==> src/rtl/p251_inv.sv <==
// GF(251) inverse via Fermat a^249, one square-and-multiply op per clock.
// Optional o_zero output enabled by P251_INV_ZERO_FLAG_EN.
module p251_inv (
  input  logic       i_clk,
  input  logic       i_rst_n,
  input  logic       i_start,
  input  logic [7:0] i_a,
  output logic [7:0] o_c,
  output logic       o_done,
  output logic       o_busy
`ifdef P251_INV_ZERO_FLAG_EN
  ,
  output logic       o_zero
`endif
);

  localparam logic [7:0] EXP = 8'd249;

  typedef enum logic [1:0] {
    IDLE,
    SQR,
    MUL
  } state_t;

  state_t     state, state_nx;
  logic [7:0] r, r_nx;
  logic [7:0] b, b_nx;
  logic [2:0] idx, idx_nx;
  logic [7:0] c_nx;
  logic       done_nx;
  logic       busy_nx;
  logic [7:0] prod;

  // 262 rounds 2^16/251 up, so q can overshoot by one; t then goes negative
  function automatic logic [7:0] mod_mul(input logic [7:0] x,
                                         input logic [7:0] y);
    logic [15:0] p;
    logic [25:0] pq;
    logic [9:0]  q;
    logic [16:0] qm;
    logic [9:0]  t;
    p  = 16'(x) * 16'(y);
    pq = 26'(p) * 26'd262;
    q  = 10'(pq >> 16);
    qm = 17'(q) * 17'd251;
    t  = 10'(17'(p) - qm);
    if (t[9])
      t = t + 10'd251;
    else if (t >= 10'd251)
      t = t - 10'd251;
    return 8'(t);
  endfunction

  assign prod = mod_mul(r, (state == MUL) ? b : r);

  always_comb begin
    state_nx = state;
    r_nx     = r;
    b_nx     = b;
    idx_nx   = idx;
    c_nx     = o_c;
    done_nx  = 1'b0;
    busy_nx  = o_busy;
    unique case (state)
      IDLE: begin
        // a start coincident with o_done is dropped
        if (i_start && !o_done) begin
          b_nx     = (i_a >= 8'd251) ? i_a - 8'd251 : i_a;
          r_nx     = b_nx;
          idx_nx   = 3'd6;
          busy_nx  = 1'b1;
          state_nx = SQR;
        end
      end
      SQR: begin
        r_nx = prod;
        if (EXP[idx]) begin
          state_nx = MUL;
        end else if (idx == 3'd0) begin
          c_nx     = prod;
          done_nx  = 1'b1;
          busy_nx  = 1'b0;
          state_nx = IDLE;
        end else begin
          idx_nx = idx - 3'd1;
        end
      end
      MUL: begin
        r_nx = prod;
        if (idx == 3'd0) begin
          c_nx     = prod;
          done_nx  = 1'b1;
          busy_nx  = 1'b0;
          state_nx = IDLE;
        end else begin
          idx_nx   = idx - 3'd1;
          state_nx = SQR;
        end
      end
      default: state_nx = IDLE;
    endcase
  end

  always_ff @(posedge i_clk or negedge i_rst_n) begin
    if (!i_rst_n) begin
      state  <= IDLE;
      r      <= '0;
      b      <= '0;
      idx    <= '0;
      o_c    <= '0;
      o_done <= 1'b0;
      o_busy <= 1'b0;
    end else begin
      state  <= state_nx;
      r      <= r_nx;
      b      <= b_nx;
      idx    <= idx_nx;
      o_c    <= c_nx;
      o_done <= done_nx;
      o_busy <= busy_nx;
    end
  end

`ifdef P251_INV_ZERO_FLAG_EN
  always_ff @(posedge i_clk or negedge i_rst_n) begin
    if (!i_rst_n)
      o_zero <= 1'b0;
    else if (done_nx)
      o_zero <= (b == 8'd0);
  end
`endif

endmodule

==> config.mk <==
export PLATFORM = sky130hd
export DESIGN_NAME = p251_inv
export DESIGN_NICKNAME = d
export VERILOG_FILES = /design/src/rtl/p251_inv.sv
export SDC_FILE = /design/constraint.sdc
export NUM_CORES = 1
export LEC_CHECK = 0
export ABC_AREA = 1
export CORE_MARGIN = 2
export CORE_UTILIZATION = 50
export DETAILED_ROUTE_END_ITERATION = 8
export PLACE_DENSITY = 0.67
export RECOVER_POWER = 50
export SYNTH_ARGS = -nofsm -noshare
export SYNTH_HDL_FRONTEND = slang
export SYNTH_SLANG_ARGS = --single-unit
==> constraint.sdc <==
create_clock -name i_clk -period 36.9 [get_ports i_clk]
set_clock_uncertainty 0.2 [all_clocks]
set_input_delay 5.535 -clock i_clk [delete_from_list [all_inputs] [get_ports i_clk]]
set_output_delay 5.535 -clock i_clk [all_outputs]
set_load 0.05 [all_outputs]
### Word level (Yosys, flattened, before mapping)

Memories as Yosys holds them, arrays and structs flattened.
Cells that the tools add are included.

| storage, ports and cells | value |
|---|---|
| bits in registers | 31 |
| bits in read-only memories | 8 |
| input port bits | 11 |
| output and inout bits | 10 |
| logic and storage cells | 63 |
| memories | 1 |

Memories:

| name | words | width | read ports | clocked after Yosys merged registers in | write ports | line | source |
|---|---|---|---|---|---|---|---|
| (no name shown) | 8 | 1 | 1 | 0 | 0 | 77 | `if (EXP[idx]) begin` |

| operators by class | value |
|---|---|
| add/sub/neg operators | 5 |
| $mul | 3 |
| magnitude comparators | 3 |
| eq/ne operators | 5 |
| muxes and demuxes | 26 |
| reductions and logical operators | 13 |

Operator list:

| cell | number |
|---|---|
| $mux 8 | 7 |
| $pmux 8 s2 | 2 |
| $mul 16x8->24 const B | 1 |
| $mul 8x8->16 | 1 |
| $sub 8x8->8 const B | 2 |
| $ge 10x8->1 const B | 1 |
| $mul 9x8->10 const B | 1 |
| $sub 10x10->10 | 1 |
| $mux 3 | 3 |
| $pmux 3 s3 | 1 |
| $add 8x8->8 const B | 1 |
| $ge 8x8->1 const B | 1 |
| $reduce_and 2->1 | 4 |
| $mux 1 | 7 |
| $mux 2 | 3 |
| $pmux 2 s3 | 1 |
| $lt 3x4->1 const B | 1 |
| $ne 2x2->1 const B | 2 |
| $reduce_bool 2->1 | 2 |
| $logic_not 3->1 | 1 |
| $ne 3x3->1 const B | 1 |
| $pmux 1 s3 | 1 |
| $reduce_and 3->1 | 1 |
| $reduce_bool 3->1 | 1 |
| 8 further kinds | 8 |

### Logic depth before layout (Yosys ltp)

| logic depth | value |
|---|---|
| word-level depth | 12 |
| depth in mapped cells | 70 |
| gate-level depth less buffers | 70 |

### Least setup slack after synthesis

Ideal clock, no wire load.

| path | value |
|---|---|
| kind | register to register |
| start | register state[0] |
| end | register r[6] |
| setup time | 0.117 ns |
| arrival time | 11.298 ns |
| path slack | 25.285 ns |
| stages on the path, launching flop included | 67 |
| clock period less this slack | 11.615 ns |
| cell sequence | dfrtp_1 > inv_1 > ha_1 > inv_1 > nor2_1 > nor2_1 > a21oi_1 > nor2_1 > fa_1 > inv_1 > fa_1 > fa_1 > fa_1 > inv_1 > ha_1 > a21oi_1 > nor2_1 > a211oi_1 > [... 31 more ...] > nor2_1 > nand3_1 > nand3_1 > nand2_1 > nand2_1 > inv_1 > nand2_1 > nand2_1 > inv_1 > nand3_4 > nand2_4 > inv_4 > nand2_2 > nand2_1 > nand2_1 > nand3_1 > nand2_1 > nand2_1 |

| between the ends | value |
|---|---|
| word-level cells in the longest chain between the ends | 10 |
| elaborated cells between the ends (all ways) | 18 |

RTL lines:

| item | line | source |
|---|---|---|
| start: declaration | 25 | `state_t state, state_nx;` |
| start signal: assignment | 114 | `state <= state_nx;` |
| $eq 2x2->1 | 54, 64 |  |
| $mux 8 | 54 | `assign prod = mod_mul(r, (state == MUL) ? b : r);` |
| $mul 8x8->16 | 42 | `p = 16'(x) * 16'(y);` |
| $mul 16x8->24 | 43 | `pq = 26'(p) * 26'd262;` |
| $mul 9x8->10 | 45 | `qm = 17'(q) * 17'd251;` |
| $sub 10x10->10 | 46 | `t = 10'(17'(p) - qm);` |
| $sub 8x8->8 / $ge 10x8->1 (equally long branches) | 50, 49 |  |
| $mux 8 | 49 | `else if (t >= 10'd251)` |
| $mux 8 | 47 | `if (t[9])` |
| $pmux 8 s2 | 64 | `unique case (state)` |
| end signal: assignment | 115 | `r <= r_nx;` |
| end: declaration | 26 | `logic [7:0] r, r_nx;` |

Several ways; a longest one is shown, not always the timed one.
A chain may end at the register's enable or synchronous reset.

### Final worst setup path

| path | value |
|---|---|
| start | register state[0] |
| end | register r[5] |

Same word-level chain as after synthesis.

==> metrics.txt <==
worst reg2reg path depth 64; GRT overflow 0; die height 120 um; Vias per Instance 5.10; failing checks max-capacitance violations, max-slew violations; crit end category register; Mapped Avg Cell Area 7.36 sq um; DR iter-0 viols 362; outcome complete, but fails checks; GP Congestion 0.957; Worst EP required 36860 ps; placed cells 1112; post-CTS setup buffer count 0; Clock Root Buffer clkbuf_16; EDFF count, synth 0; GRT Total Usage 21.7%; YS warnings 0; Worst Hold Path EP o_c[7]; clk slew on worst S/H paths 50 ps; Clock Path Buffers 2; Post-CTS Resized 0; I/O Buffers 20; critical path fanouts, max 12; Num CTS Buffers 5; detailed-route DRC error count 0; via count 5716; hold path start o_c[7]; IO Count 21; Die ar. 0.0145 sq mm; most frequent CP cell nand2_1; ANT cells 0; CP peak stage delay 550 ps; Gate Count Post-Synth 922; final wirelength 14900 um; CP Launch Type register; row count 42; Post-Syn Area 0.00678 sq mm; clk_lat worst skew 280 ps; Die Width 120 um; Max-cap violations 1; number of synthesized register bits 31; Synth-to-Final Area Change 8.41%; starting density of the core 51.2%; Slew HR -12.3%; Core Area 0.0132 sq mm; final hold vios 0; worst min path class reg2reg; RSZ-0062 raised after global routing no; achievable frequency 76.1 MHz; Final Critical Period 13150 ps; Hold Crit Depth 2; HPWL Detailed 12900 um; routed len/inst 13.3 um; Reg2Reg Setup Slack 23750 ps; # H-tree levels 2; syn nets 1119; # fillers 1308; vias in the first global route 5492; first-pass iteration count of the detailed router 4; # hold bufs at CTS 0; Final #Nets 1140; Synth Flop Type dfrtp_1; Slew Limit Fails 32; Antenna Nets Post-Route 0; CP Data Arrival Time 13110 ps; initial antenna violation count 0; register area share after synthesis 11.4%; Worst Tran Pin Value 1690 ps; share of cells above drive strength 1 4.24%; Finish-stage setup viols 0; first-pass GRT wire length 25600 um; CP Class reg2reg; setup TNS 0 ps; largest net degree at the start of global routing 32; Critical-path top delay cell fa_1; fin crit share 35.6%; CTS sink count 31; Crit Reg-Reg Startpoint state[0]; Post-synth ARST share 100%; library cells used by synthesis 47; CTS tree done; worst r2r dst r[5]; non-filler cells, final 1120
[critical path, delay by kind of cell, from the launching register on]
| family | cells | cell delay, ps |
|---|---|---|
| XOR/XNOR | 1 | 290 |
| AND/OR/NAND/NOR | 31 | 2920 |
| buffers and inverters | 11 | 1030 |
| flip-flops | 1 | 400 |
| AO/OA/AOI/OAI | 6 | 1510 |
| adder cells (fa/ha/maj) | 15 | 6660 |
[sequential cells by signal (all words and copies together), names as in the netlist]
signal  cells
r           8
o_c         8
idx         3
state       2
o_done      1
o_busy      1
b           8
[kinds of logic after synthesis]
family	Yosys count	synth area share (%)
and+or+nand+nor	362	22.7
buffers and inverters	224	12.5
adders and majority gates	186	41.8
AOI/OAI and AO/OA	93	8.01
DFF	31	11.4
xor gates and xnor gates	25	3.34
muxes	1	0.148
[per-stage QoR]
stage,utilization (%),instance area (sq um),setup slack (ps),hold slack [ps]
6_report,55.5,7350,23750,287
5_1_grt,55.5,7350,22740,313
4_1_cts,55.6,7360,23810,288
3_5_place_dp,54.2,7180,23870,272
3_3_place_gp,54.2,7180,24110,269
2_1_floorplan,-,6780,25290,254
[final cells by class]
type | count | area (sq um) | share of cell area [%]
multi-input cells | 667 | 5160 | 70.2
inverters | 216 | 813 | 11.1
flip-flops and latches | 31 | 776 | 10.5
well taps | 176 | 220 | 2.99
repair buffers | 22 | 211 | 2.88
clock buffers | 6 | 139 | 1.89
clock inverters | 2 | 35.0 | 0.476
[worst max path at each step]
stage	startpoint	end	slack, ps	depth (start not counted)
finish	state[0]	r[5]	23750	64
global route	state[0]	r[7]	22740	64
CTS	state[0]	r[7]	23810	64
detailed placement	state[0]	r[7]	23870	64
global placement	state[0]	r[7]	24110	64
floorplan	state[0]	r[6]	25290	66
[synthesized netlist by cell type, types with 2 or more instances]
master	instances	area share [%]
a211oi_1	2	0.22
a21o_1	4	0.44
a21oi_1	39	2.9
a22oi_1	2	0.22
a31oi_1	7	0.65
clkbuf_1	6	0.33
clkinv_1	2	0.11
dfrtp_1	31	11
fa_1	68	20
ha_1	118	22
inv_1	210	12
inv_2	3	0.17
nand2_1	189	10
nand2_2	9	0.83
nand2_4	2	0.33
nand3_1	34	2.5
nand3_2	3	0.44
nand4_1	12	1.1
nor2_1	99	5.5
nor4_1	2	0.18
o211ai_1	2	0.22
o21ai_0	20	1.5
o21ai_1	5	0.37
o21bai_1	2	0.22
o22ai_1	2	0.18
or2_2	6	0.55
xnor2_1	7	0.90
xor2_1	17	2.2
[layer usage]
metal  vias up  global-route usage (%)  share of wire (%)
met4         0                    2.40               0.52
met1      2676                    32.0                 49
met3         8                    1.60                4.2
met2       131                    36.1                 47
li1       2901                       -                  -
met5         -                       0                  0
[placed cells by master (no fill, tap or decap), types with 3 or more instances in the layout]
| master | instances |
|---|---|
| dlygate4sd3_1 | 3 |
| nand2_1 | 189 |
| o21ai_0 | 20 |
| a21o_1 | 4 |
| inv_2 | 3 |
| a21oi_1 | 39 |
| dfrtp_1 | 31 |
| nor2_1 | 99 |
| inv_1 | 210 |
| nand3_2 | 3 |
| xnor2_1 | 7 |
| o21ai_1 | 5 |
| nand3_1 | 34 |
| a31oi_1 | 7 |
| xor2_1 | 17 |
| ha_1 | 118 |
| fa_1 | 68 |
| nand4_1 | 12 |
| or2_2 | 6 |
| nand2_2 | 9 |
| clkdlybuf4s50_1 | 17 |
| clkbuf_16 | 5 |
Power is not shown: default switching activity piles up to over one toggle a cycle in this logic, so the estimate is an artifact.
